File: src/rtl/decode_sequencer_pkg.sv
// Shared types and constants for the npc decode sequencer.
package decode_sequencer_pkg;

   typedef enum logic [2:0] {
      ST_FETCH   = 3'd0,
      ST_DECODE  = 3'd1,
      ST_ISSUE   = 3'd2,
      ST_WAIT_WB = 3'd3,
      ST_HALT    = 3'd4
   } state_e;

   typedef enum logic [2:0] {
      INST_R   = 3'd0,
      INST_I   = 3'd1,
      INST_S   = 3'd2,
      INST_B   = 3'd3,
      INST_U   = 3'd4,
      INST_J   = 3'd5,
      INST_ILL = 3'd7
   } inst_type_e;

   localparam logic [6:0] OPC_OP     = 7'b0110011;
   localparam logic [6:0] OPC_OP_IMM = 7'b0010011;
   localparam logic [6:0] OPC_LOAD   = 7'b0000011;
   localparam logic [6:0] OPC_JALR   = 7'b1100111;
   localparam logic [6:0] OPC_SYSTEM = 7'b1110011;
   localparam logic [6:0] OPC_STORE  = 7'b0100011;
   localparam logic [6:0] OPC_BRANCH = 7'b1100011;
   localparam logic [6:0] OPC_LUI    = 7'b0110111;
   localparam logic [6:0] OPC_AUIPC  = 7'b0010111;
   localparam logic [6:0] OPC_JAL    = 7'b1101111;

   localparam logic [31:0] EBREAK_ENC = 32'h0010_0073;

   localparam logic [1:0] FAULT_NONE     = 2'd0;
   localparam logic [1:0] FAULT_ILLEGAL  = 2'd1;
   localparam logic [1:0] FAULT_TIMEOUT  = 2'd2;
   localparam logic [1:0] FAULT_MISALIGN = 2'd3;

endpackage

File: src/rtl/decode_sequencer_inst_type_decode.sv
// Opcode to instruction-class decode for the immediate extender.
module inst_type_decode
   import decode_sequencer_pkg::*;
(
   input  logic [6:0] opcode,
   output inst_type_e inst_type,
   output logic       illegal
);

   // Map the major opcode to its class; anything unlisted is illegal.
   always_comb begin
      inst_type = INST_ILL;
      illegal   = 1'b0;
      case (opcode)
         OPC_OP:                                     inst_type = INST_R;
         OPC_OP_IMM, OPC_LOAD, OPC_JALR, OPC_SYSTEM: inst_type = INST_I;
         OPC_STORE:                                  inst_type = INST_S;
         OPC_BRANCH:                                 inst_type = INST_B;
         OPC_LUI, OPC_AUIPC:                         inst_type = INST_U;
         OPC_JAL:                                    inst_type = INST_J;
         default:                                    illegal   = 1'b1;
      endcase
   end

endmodule

File: src/rtl/decode_sequencer.sv
// Multi-cycle fetch/decode/issue/writeback sequencer owning PC and IR.
module decode_sequencer
   import decode_sequencer_pkg::*;
#(
   parameter logic [31:0] RESET_PC = 32'h8000_0000,
   parameter int unsigned TIMEOUT  = 255,
   parameter logic [31:0] EBREAK   = EBREAK_ENC
) (
   input  logic        clk,
   input  logic        rst,
   output logic        inst_req_o,
   output logic [31:0] inst_addr_o,
   input  logic        inst_valid_i,
   input  logic [31:0] inst_i,
   output logic [4:0]  rs2_o,
   output logic [6:0]  funct7_o,
   output inst_type_e  type_o,
   input  logic [31:0] imm32_i,
   output logic        ex_valid_o,
   input  logic        ex_ready_i,
   output logic [31:0] ex_imm_o,
   output logic [31:0] ex_inst_o,
   output logic [31:0] pc_o,
   input  logic        wb_done_i,
   input  logic        redirect_i,
   input  logic [31:0] redirect_pc_i,
   output logic        halt_o,
   output logic [1:0]  fault_o,
   output logic [31:0] retire_cnt_o
);

   localparam logic [15:0] TO_LAST = 16'(TIMEOUT - 1);

   state_e      state_q, state_d;
   logic [31:0] pc_q, pc_d;
   logic [31:0] ir_q, ir_d;
   logic [31:0] imm_q, imm_d;
   logic        halt_q, halt_d;
   logic [1:0]  fault_q, fault_d;
   logic [31:0] retire_q, retire_d;
   logic [15:0] tcnt_q, tcnt_d;

   inst_type_e  dec_type;
   logic        dec_illegal;

   inst_type_decode u_type_dec (
      .opcode    (ir_q[6:0]),
      .inst_type (dec_type),
      .illegal   (dec_illegal)
   );

   // Cleared IR reports R-type so the extender produces zero out of reset.
   assign type_o       = (ir_q == '0) ? INST_R : dec_type;
   assign rs2_o        = ir_q[24:20];
   assign funct7_o     = ir_q[31:25];
   assign inst_req_o   = (state_q == ST_FETCH) && !rst;
   assign inst_addr_o  = pc_q;
   assign ex_valid_o   = (state_q == ST_ISSUE);
   assign ex_imm_o     = imm_q;
   assign ex_inst_o    = ir_q;
   assign pc_o         = pc_q;
   assign halt_o       = halt_q;
   assign fault_o      = fault_q;
   assign retire_cnt_o = retire_q;

   // State register and datapath registers; everything frozen in HALT by the next-state logic.
   always_ff @(posedge clk or posedge rst) begin
      if (rst) begin
         state_q  <= ST_FETCH;
         pc_q     <= RESET_PC;
         ir_q     <= '0;
         imm_q    <= '0;
         halt_q   <= 1'b0;
         fault_q  <= FAULT_NONE;
         retire_q <= '0;
         tcnt_q   <= '0;
      end else begin
         state_q  <= state_d;
         pc_q     <= pc_d;
         ir_q     <= ir_d;
         imm_q    <= imm_d;
         halt_q   <= halt_d;
         fault_q  <= fault_d;
         retire_q <= retire_d;
         tcnt_q   <= tcnt_d;
      end
   end

   // Next-state and datapath updates for each sequencing step.
   always_comb begin
      state_d  = state_q;
      pc_d     = pc_q;
      ir_d     = ir_q;
      imm_d    = imm_q;
      halt_d   = halt_q;
      fault_d  = fault_q;
      retire_d = retire_q;
      tcnt_d   = tcnt_q;
      case (state_q)
         ST_FETCH: begin
            if (inst_valid_i) begin
               ir_d    = inst_i;
               tcnt_d  = '0;
               state_d = ST_DECODE;
            end else if (tcnt_q == TO_LAST) begin
               fault_d = FAULT_TIMEOUT;
               halt_d  = 1'b1;
               state_d = ST_HALT;
            end else begin
               tcnt_d = tcnt_q + 16'd1;
            end
         end
         ST_DECODE: begin
            imm_d = imm32_i;
            if (ir_q == EBREAK) begin
               halt_d  = 1'b1;
               fault_d = FAULT_NONE;
               state_d = ST_HALT;
            end else if (dec_illegal) begin
               halt_d  = 1'b1;
               fault_d = FAULT_ILLEGAL;
               state_d = ST_HALT;
            end else begin
               state_d = ST_ISSUE;
            end
         end
         ST_ISSUE: begin
            if (ex_ready_i) state_d = ST_WAIT_WB;
         end
         ST_WAIT_WB: begin
            if (wb_done_i) begin
               retire_d = retire_q + 32'd1;
               if (redirect_i && (redirect_pc_i[1:0] != 2'b00)) begin
                  halt_d  = 1'b1;
                  fault_d = FAULT_MISALIGN;
                  state_d = ST_HALT;
               end else begin
                  pc_d    = redirect_i ? redirect_pc_i : pc_q + 32'd4;
                  state_d = ST_FETCH;
               end
            end
         end
         ST_HALT: begin
            state_d = ST_HALT;
         end
         default: begin
            state_d = ST_HALT;
         end
      endcase
   end

endmodule

File: config.mk
export PLATFORM = sky130hd
export DESIGN_NAME = decode_sequencer
export DESIGN_NICKNAME = d
export VERILOG_FILES = /design/src/rtl/decode_sequencer_pkg.sv /design/src/rtl/decode_sequencer_inst_type_decode.sv /design/src/rtl/decode_sequencer.sv
export SDC_FILE = /design/constraint.sdc
export NUM_CORES = 1
export LEC_CHECK = 0
export BUFFER_PORTS_ARGS = -buffer_cell sky130_fd_sc_hd__buf_2
export CAP_MARGIN = 20
export CORE_UTILIZATION = 51
export CTS_BUF_LIST = sky130_fd_sc_hd__clkbuf_8
export DETAILED_ROUTE_END_ITERATION = 12
export PLACE_DENSITY = 0.82
export SLEW_MARGIN = 20
export SYNTH_ARGS = -nofsm -noshare
export SYNTH_HDL_FRONTEND = slang
export SYNTH_SLANG_ARGS = --single-unit
File: constraint.sdc
create_clock -name clk -period 5.27 [get_ports clk]
set_input_delay 0.2635 -clock clk [delete_from_list [all_inputs] [get_ports clk]]
set_output_delay 0.2635 -clock clk [all_outputs]
set_load 0.02 [all_outputs]
==> metrics.txt, run 1 <==
Bufs and invs on worst path=0; Seq/Total Area, Yosys=0.498; Netlist cell types=65; largest net degree at the start of global routing=99; DP Worst Slack=2670 ps; Fin. Hold Viols=7; area share of the largest cell type after synthesis=0.495; CP startpoint kind=flop; CTS Buf Count=17; first-pass iteration count of the detailed router=5; Slew Limit Headroom=0.278; critical path's slowest cell=nor2_1; initial antenna violation count=2; Worst setup EP type=flop; crit path max fanout=25; crit path kind=reg2reg; main flop type after synthesis=dfrtp_1; failing checks=negative hold slack; Final Instance Area=0.00929 mm^2; vias in the first global route=6436; Clock Latency Late Sink=440 ps; Max rail drop VDD=148 uV; cell taking the most area after synthesis=dfrtp_1; synth warn=0; DP HPWL=14100 um; total track usage=0.267; RSZ-0062 raised after global routing=no; DRC viols=0; DRT Wirelength=20200 um; Synth area leaders=dfrtp_1 49%, nand2_1 7.1%, mux2_2 4.9%, buf_4 4.4%, xnor2_1 3.0%; P&R area growth vs syn=23.2%; vias per inst=5.68; H-tree Lvls=4; Layout Skew=12.8 ps; cts hold-fix bufs=12; min Tclk post-route=2560 ps; achievable frequency=391 MHz; # rows=44; Initial Utilization=0.520; Avg Inst Size Synth=9.67 um^2; fillcell total=1189; status=finished with violations; actual transition at the worst max-transition pin=1080 ps; Synth Cell Area=0.00754 mm^2; max-cap violations=0; Post-CTS Resized=0; Setup Buffers After CTS=0; most common cell in the synthesized netlist=dfrtp_1; Nets=1123; Antenna Nets Post-Route=0; first-pass GRT wire length=31400 um; Post-synth EDFFs=0; First DRT Iteration DRCs=567; Post-Syn Nets=885; setup TNS=0 ps; Placed Instance Area=0.00875 mm^2; PD cells=231 mW/mm^2; register bit total from synthesis=150; Lkg Pwr=0.00483 uW; CTS tree=done; fin. max-slew vios=0; Final Wtd Congestion=0.882; via count=6901; # setup viols final=0; WHS=-4.13 ps; clk sink count=150; WP data arrival=2920 ps; CP max stage delay=630 ps; Die Y=124 um; GR Overflow Total=0; core area=0.0145 mm^2; CP Data Required Time=5630 ps; Worst-path clk slew=90 ps; ys async rst share=1.00; crit path cell chain=and4b_1 > nand2_1 > nor2_1 > a22oi_1 > o21ai_0; Wirelength per Cell=16.6 um; fin worst setup slack=2710 ps; hold crit path type=in2async; I/O Buffers=281; fraction of layout cells with a size suffix above 1=0.351; Final Cycle Share=0.486; kind of cell adding the most delay to the critical path=simple AND/OR/NAND/NOR gates; I/O pin cnt=282; Die X=124 um; clk buf depth=2; post-synthesis cell count=779; most common library cells after synthesis=149 x dfrtp_1, 143 x nand2_1, 44 x buf_4; clock root cell=clkbuf_8; full die area=0.0153 mm^2
==> routing by layer <==
metal | vias to the layer above | track usage | part of all wire
li1 | 3209 | - | -
met1 | 3360 | 0.336 | 0.41
met2 | 289 | 0.437 | 0.50
met3 | 43 | 0.0590 | 0.060
met4 | 0 | 0.122 | 0.028
met5 | - | 0 | 0
==> final timing paths <==
check / startpoint / to / depth (start not counted) / slack, ps
max: state_q[2] / inst_addr_o[11] / 5 / 2710
min: rst / inst_addr_o[16] / 2 / -4
max reg2reg: state_q[2] / inst_addr_o[11] / 5 / 2710
min reg2reg: retire_cnt_o[31] / retire_cnt_o[31] / 1 / 470
max in group asynchronous: rst / retire_cnt_o[13] / 3 / 3990
min in group clk: inst_i[4] / ex_inst_o[4] / 3 / 20
==> area by class of cell <==
type | count | area (um^2) | area share
Multi-Input combinational cell | 540 | 3290 | 0.355
Antenna cell | 1 | 2.50 | 0.000270
Clock inverter | 15 | 166 | 0.0179
Timing Repair Buffer | 297 | 1560 | 0.168
Clock buffer | 17 | 234 | 0.0252
Tap cell | 184 | 230 | 0.0248
Inverter | 11 | 46.3 | 0.00499
Sequential cell | 150 | 3750 | 0.404
==> power breakdown <==
part           total (uW)  internal [uW]  switching [uW]
logic                92.6           39.7            52.9
clock network         902            462             440
registers            1150           1150           0.620
==> cells by family after synthesis <==
logic type | Yosys count | synth area share
mux | 37 | 0.0546
xor+xnor | 36 | 0.0418
flops | 150 | 0.498
buf+inv | 89 | 0.0674
compound gates | 130 | 0.118
fa+ha+maj | 4 | 0.00664
simple gates | 333 | 0.213
==> sequential cells by signal, indices dropped and copies added, names as in the netlist <==
register      count
ex_inst_o        32
fault_o           2
retire_cnt_o     32
inst_addr_o      32
halt_o            1
tcnt_q           16
ex_imm_o         32
state_q           3
==> placed cells by master (no fill, tap or decap), drive strengths merged, types with 5 or more instances in the layout <==
cell / n
a21oi: 29
a311oi: 6
and2: 6
and3: 10
and4: 5
buf: 285
clkbuf: 17
clkinvlp: 5
dfrtp: 149
dlygate4sd3: 12
inv: 14
mux2: 33
nand2: 143
nand3: 38
nand4: 19
nor2: 43
nor3: 22
nor4: 9
o21ai: 32
o22ai: 5
o31ai: 7
or3: 15
or4: 10
xnor2: 26
xor2: 10
==> metrics by stage <==
| step | power (uW) | instances | hold slack (ps) | util |
|---|---|---|---|---|
| floorplan | 1210 | 779 | 369 | - |
| global placement | 1260 | 1170 | 448 | 0.604 |
| detailed placement | 1260 | 1170 | 454 | 0.604 |
| CTS | 2160 | 1214 | 1.49 | 0.640 |
| global route | 2220 | 1215 | 0.0386 | 0.641 |
| finish | 2150 | 1215 | -4.13 | 0.641 |
Note: power is estimated with default switching activity, not from simulation.
==> run 2, diff against run 1 <==
--- a/config.mk
+++ b/config.mk
@@ -5,12 +5,13 @@
 export SDC_FILE = /design/constraint.sdc
 export NUM_CORES = 1
 export LEC_CHECK = 0
+export ABC_AREA = 1
 export BUFFER_PORTS_ARGS = -buffer_cell sky130_fd_sc_hd__buf_2
 export CAP_MARGIN = 20
-export CORE_UTILIZATION = 51
+export CORE_UTILIZATION = 53
 export CTS_BUF_LIST = sky130_fd_sc_hd__clkbuf_8
 export DETAILED_ROUTE_END_ITERATION = 12
-export PLACE_DENSITY = 0.82
+export PLACE_DENSITY = 0.83
 export SLEW_MARGIN = 20
 export SYNTH_ARGS = -nofsm -noshare
 export SYNTH_HDL_FRONTEND = slang
==> constraint.sdc (replaced) <==
create_clock -name clk -period 2.38 [get_ports clk]
set_input_delay 0.119 -clock clk [delete_from_list [all_inputs] [get_ports clk]]
set_output_delay 0.119 -clock clk [all_outputs]
set_load 0.02 [all_outputs]
==> metrics.txt, run 2 <==
status=complete, no violations; Synth area leaders=dfrtp_1 44%, nand2_1 20%, nor2_1 6.1%, inv_1 4.7%, buf_4 3.9%; max-cap violations=0; Post-Syn Nets=1288; Worst setup EP type=output pin; total power=5500 uW; # setup viols final=0; Post-synth EDFFs=0; crit path max fanout=4; ys async rst share=1.00; first-pass iteration count of the detailed router=6; DRC viols=0; crit path kind=reg2out; RSZ-0062 raised after global routing=no; Avg Inst Size Synth=7.25 um^2; Netlist cell types=45; register bit total from synthesis=150; Reg power frac=0.492; First DRT Iteration DRCs=672; via count=9100; setup TNS=0 ps; DP HPWL=17000 um; Antenna Nets Post-Route=0; fin worst setup slack=236 ps; GR Overflow Total=0; I/O pin cnt=282; clk buf depth=2; CP Data Required Time=2260 ps; I/O Buffers=281; most common library cells after synthesis=451 x nand2_1, 149 x dfrtp_1, 140 x nor2_1; Comb power frac=0.131; area share of the largest cell type after synthesis=0.435; vias per inst=5.22; Die X=129 um; synth warn=0; Nets=1620; H-tree Lvls=4; cell taking the most area after synthesis=dfrtp_1; switching share of power=0.278; Slew Limit Headroom=0.542; first-pass GRT wire length=41000 um; commonest non-fill, non-tap cell in the layout=nand2_1; Worst-path clk slew=90 ps; Final Cycle Share=0.901; Post-CTS Resized=0; CTS Buf Count=17; # rows=46; Die Y=129 um; Max rail drop VDD=336 uV; core area=0.0158 mm^2; fin. max-slew vios=0; P&R area growth vs syn=31.0%; Psw=1530 uW; Layout Skew=15.0 ps; internal power=3970 uW; Final Wtd Congestion=0.971; Clock Latency Late Sink=460 ps; post-synthesis cell count=1182; Wirelength per Cell=14.8 um; clock root cell=clkbuf_8; main flop type after synthesis=dfrtp_1; most common cell in the synthesized netlist=nand2_1; initial antenna violation count=1; WHS=24.2 ps; largest net degree at the start of global routing=58; achievable frequency=466 MHz; Clk pwr share=0.377; CP startpoint kind=flop; clk sink count=150; CTS tree=done; fraction of layout cells with a size suffix above 1=0.234; PD cells=491 mW/mm^2; vias in the first global route=8507; WP data arrival=2030 ps; DRT Wirelength=25800 um; Fin. Hold Viols=0; actual transition at the worst max-transition pin=686 ps; Synth Cell Area=0.00856 mm^2; total track usage=0.314; Lkg Pwr=0.00568 uW; Initial Utilization=0.541; most frequent cells in the layout=451 x nand2_1, 281 x buf_2, 149 x dfrtp_1, 140 x nor2_1, 109 x inv_1; min Tclk post-route=2140 ps; full die area=0.0167 mm^2; DP Worst Slack=572 ps; Seq/Total Area, Yosys=0.438; hold crit path type=in2reg
==> run 2: worst paths after layout <==
check | start | to | slack, ps | cells past startpoint
worst min register to register | halt_o | halt_o | 470 | 2
worst max register to register | inst_addr_o[2] | inst_addr_o[24] | 530 | 10
max in group asynchronous | rst | inst_addr_o[18] | 1330 | 4
min in group asynchronous | rst | tcnt_q[4] | 310 | 3
worst max-delay path | ex_inst_o[28] | type_o[0] | 240 | 9
worst min-delay path | redirect_pc_i[23] | inst_addr_o[23] | 20 | 3
==> run 2: cells by family (layout without fill, tap and decap cells) <==
logic type	Yosys count	in the layout	share of synthesized area
buf+inv	181	526	0.103
other cells	0	1	0
flops	150	150	0.438
simple gates	731	731	0.363
fa+ha+maj	4	4	0.00584
xor+xnor	35	35	0.0358
compound gates	81	81	0.0541
==> run 2: worst max-delay path: stages, from the launching register on <==
cell and delay (ps):
dfrtp_1 450, nor2_1 120, nand2_1 70, nor2_1 200
nand2_1 80, nor3_1 330, inv_1 70, nand2_1 70
inv_1 30, buf_2 150
==> run 2: layout make-up <==
| cell class | instances | area (um^2) |
|---|---|---|
| well taps | 216 | 270 |
| diodes | 1 | 2.50 |
| multi-input cells | 851 | 3930 |
| clock inverters | 14 | 161 |
| repair buffers | 383 | 2430 |
| flip-flops and latches | 150 | 3750 |
| fillers | 1219 | 4610 |
| inverters | 111 | 422 |
| clock buffers | 18 | 248 |
==> run 2: per-layer routing <==
metal	wire, um	vias up	GRT usage
met5	0	-	0
met4	1080	0	0.167
met3	2100	86	0.0681
met2	12500	492	0.532
met1	10200	4192	0.374
li1	-	4330	-
==> run 2: repair_timing <==
item	CTS	global route
setup endpoints to repair	0	0
hold endpoints to repair	118	0
hold buffers	94	0
buffers inserted	0	0
==> run 2: power groups by stage <==
stage	clock [uW]	sequential [uW]	combinational [uW]
after floorplan	0	2810	305
after global placement	0	2750	579
after detailed placement	0	2750	585
after CTS	2090	2700	705
after global routing	2190	2720	783
final	2070	2710	720
==> run 2: metrics by stage <==
stage	instances	utilization	area [um^2]
final	1744	0.709	11200
after global routing	1744	0.709	11200
after CTS	1743	0.708	11200
after detailed placement	1617	0.623	9860
after global placement	1617	0.623	9860
after floorplan	1182	-	8570
==> run 3, diff against run 2 <==
--- a/config.mk
+++ b/config.mk
@@ -11,7 +11,7 @@
 export CORE_UTILIZATION = 53
 export CTS_BUF_LIST = sky130_fd_sc_hd__clkbuf_8
 export DETAILED_ROUTE_END_ITERATION = 12
-export PLACE_DENSITY = 0.83
+export PLACE_DENSITY_LB_ADDON = 0.3
 export SLEW_MARGIN = 20
 export SYNTH_ARGS = -nofsm -noshare
 export SYNTH_HDL_FRONTEND = slang
==> metrics.txt, run 3 (same netlist as run 2, synthesis figures left out) <==
clk sink count=150; fin worst setup slack=263 ps; grt peak-use layer=met2; Slew Limit Headroom=0.543; Final Wtd Congestion=0.942; First DRT Iteration DRCs=570; status=complete, no violations; most frequent cells in the layout=451 x nand2_1, 281 x buf_2, 149 x dfrtp_1, 140 x nor2_1, 108 x inv_1; clock root cell=clkbuf_8; CP startpoint kind=flop; Nets=1614; Final Instance Area=0.0112 mm^2; vias in the first global route=8116; Post-CTS Resized=0; vias per inst=5.03; actual transition at the worst max-transition pin=679 ps; WHS=25.8 ps; Final Cycle Share=0.890; # setup viols final=0; Clock Latency Late Sink=450 ps; GR Overflow Total=0; Layout Skew=14.3 ps; CTS tree=done; CTS Buf Count=17; via count=8738; first-pass iteration count of the detailed router=5; CP max stage delay=420 ps; cts hold-fix bufs=89; critical path's slowest cell=dfrtp_1; achievable frequency=472 MHz; met3 usage=0.0710; P&R area growth vs syn=30.7%; I/O Buffers=281; Die X=129 um; full die area=0.0167 mm^2; RSZ-0062 raised after global routing=no; fin. max-slew vios=0; core area=0.0158 mm^2; DRT Wirelength=24600 um; max-cap violations=0; Worst setup EP type=output pin; Die Y=129 um; crit path kind=reg2out; min Tclk post-route=2120 ps; kind of cell adding the most delay to the critical path=simple AND/OR/NAND/NOR gates; CP Data Required Time=2260 ps; Initial Utilization=0.541; Worst-path clk slew=80 ps; fraction of layout cells with a size suffix above 1=0.234; Bufs and invs on worst path=3; DP Worst Slack=501 ps; CP most frequent cell=nand2_1; largest net degree at the start of global routing=68; Max rail drop VDD=327 uV; hold crit path type=in2reg; total track usage=0.301; PD cells=495 mW/mm^2; ANT cells=0; I/O pin cnt=282; Placed Instance Area=0.00987 mm^2; met2 global-route usage=0.499; grt met1 use=0.371; crit path max fanout=6; DRC viols=0; Wirelength per Cell=14.2 um; H-tree Lvls=4; first-pass GRT wire length=39100 um; initial antenna violation count=0; commonest non-fill, non-tap cell in the layout=nand2_1; setup TNS=0 ps; clk buf depth=2; total power=5540 uW; Fin. Hold Viols=0; DP HPWL=16900 um; Antenna Nets Post-Route=0; Setup Buffers After CTS=0; # rows=46; crit path cell chain=inv_1 > nand2_1 > nor2_1 > nand2_1 > nand2_1 > nor2_1 > nand2_1 > nand4_1 > nand2_1 > inv_1 > buf_2; Lkg Pwr=0.00566 uW; WP data arrival=2000 ps
==> run 3: changes by cell type in the layout (fill, tap and decap cells not counted), sizes merged <==
cell / before / now
buf: 289 / 288
bufinv: 3 / 4
clkinv: 7 / 6
dlygate4sd3: 94 / 89
inv: 111 / 110
diode: 1 / 0
==> run 3: path summary, 6_finish.rpt <==
kind                              startpoint               end  slack (ps)  depth (start not counted)
max in group asynchronous                rst  retire_cnt_o[12]        1550                          5
max                             ex_inst_o[3]         type_o[0]         260                         11
min in group asynchronous                rst    inst_addr_o[7]         330                          4
min reg2reg                     ex_imm_o[24]      ex_imm_o[24]         470                          2
min                        redirect_pc_i[19]   inst_addr_o[19]          30                          3
max reg2reg                   inst_addr_o[2]   inst_addr_o[20]         470                         10
==> run 3: final cells by class <==
type,count,area (um^2)
clock buffers,18,248
clock inverters,13,183
fillers,1229,4640
inverters,111,422
multi-input cells,851,3930
flip-flops and latches,150,3750
well taps,216,270
repair buffers,377,2390
==> run 3: where the power goes <==
group | switching, uW | internal (uW)
combinational | 405 | 302
sequential | 95.8 | 2610
clock | 969 | 1160
total | 1470 | 4070
==> run 3: worst min-delay path, stage by stage <==
cell	delay [ps]
buf_2	90
o21ai_0	70
o21ai_0	140
==> run 3: metal layers <==
metal,vias to the layer above,part of all wire
met5,-,0
met4,0,0.038
met3,69,0.065
met2,371,0.48
met1,3998,0.42
li1,4300,-
==> run 3: stage by stage <==
step,utilization,cells
final,0.707,1736
after global routing,0.707,1736
after CTS,0.707,1736
after detailed placement,0.623,1616
after global placement,0.623,1616
after floorplan,-,1182
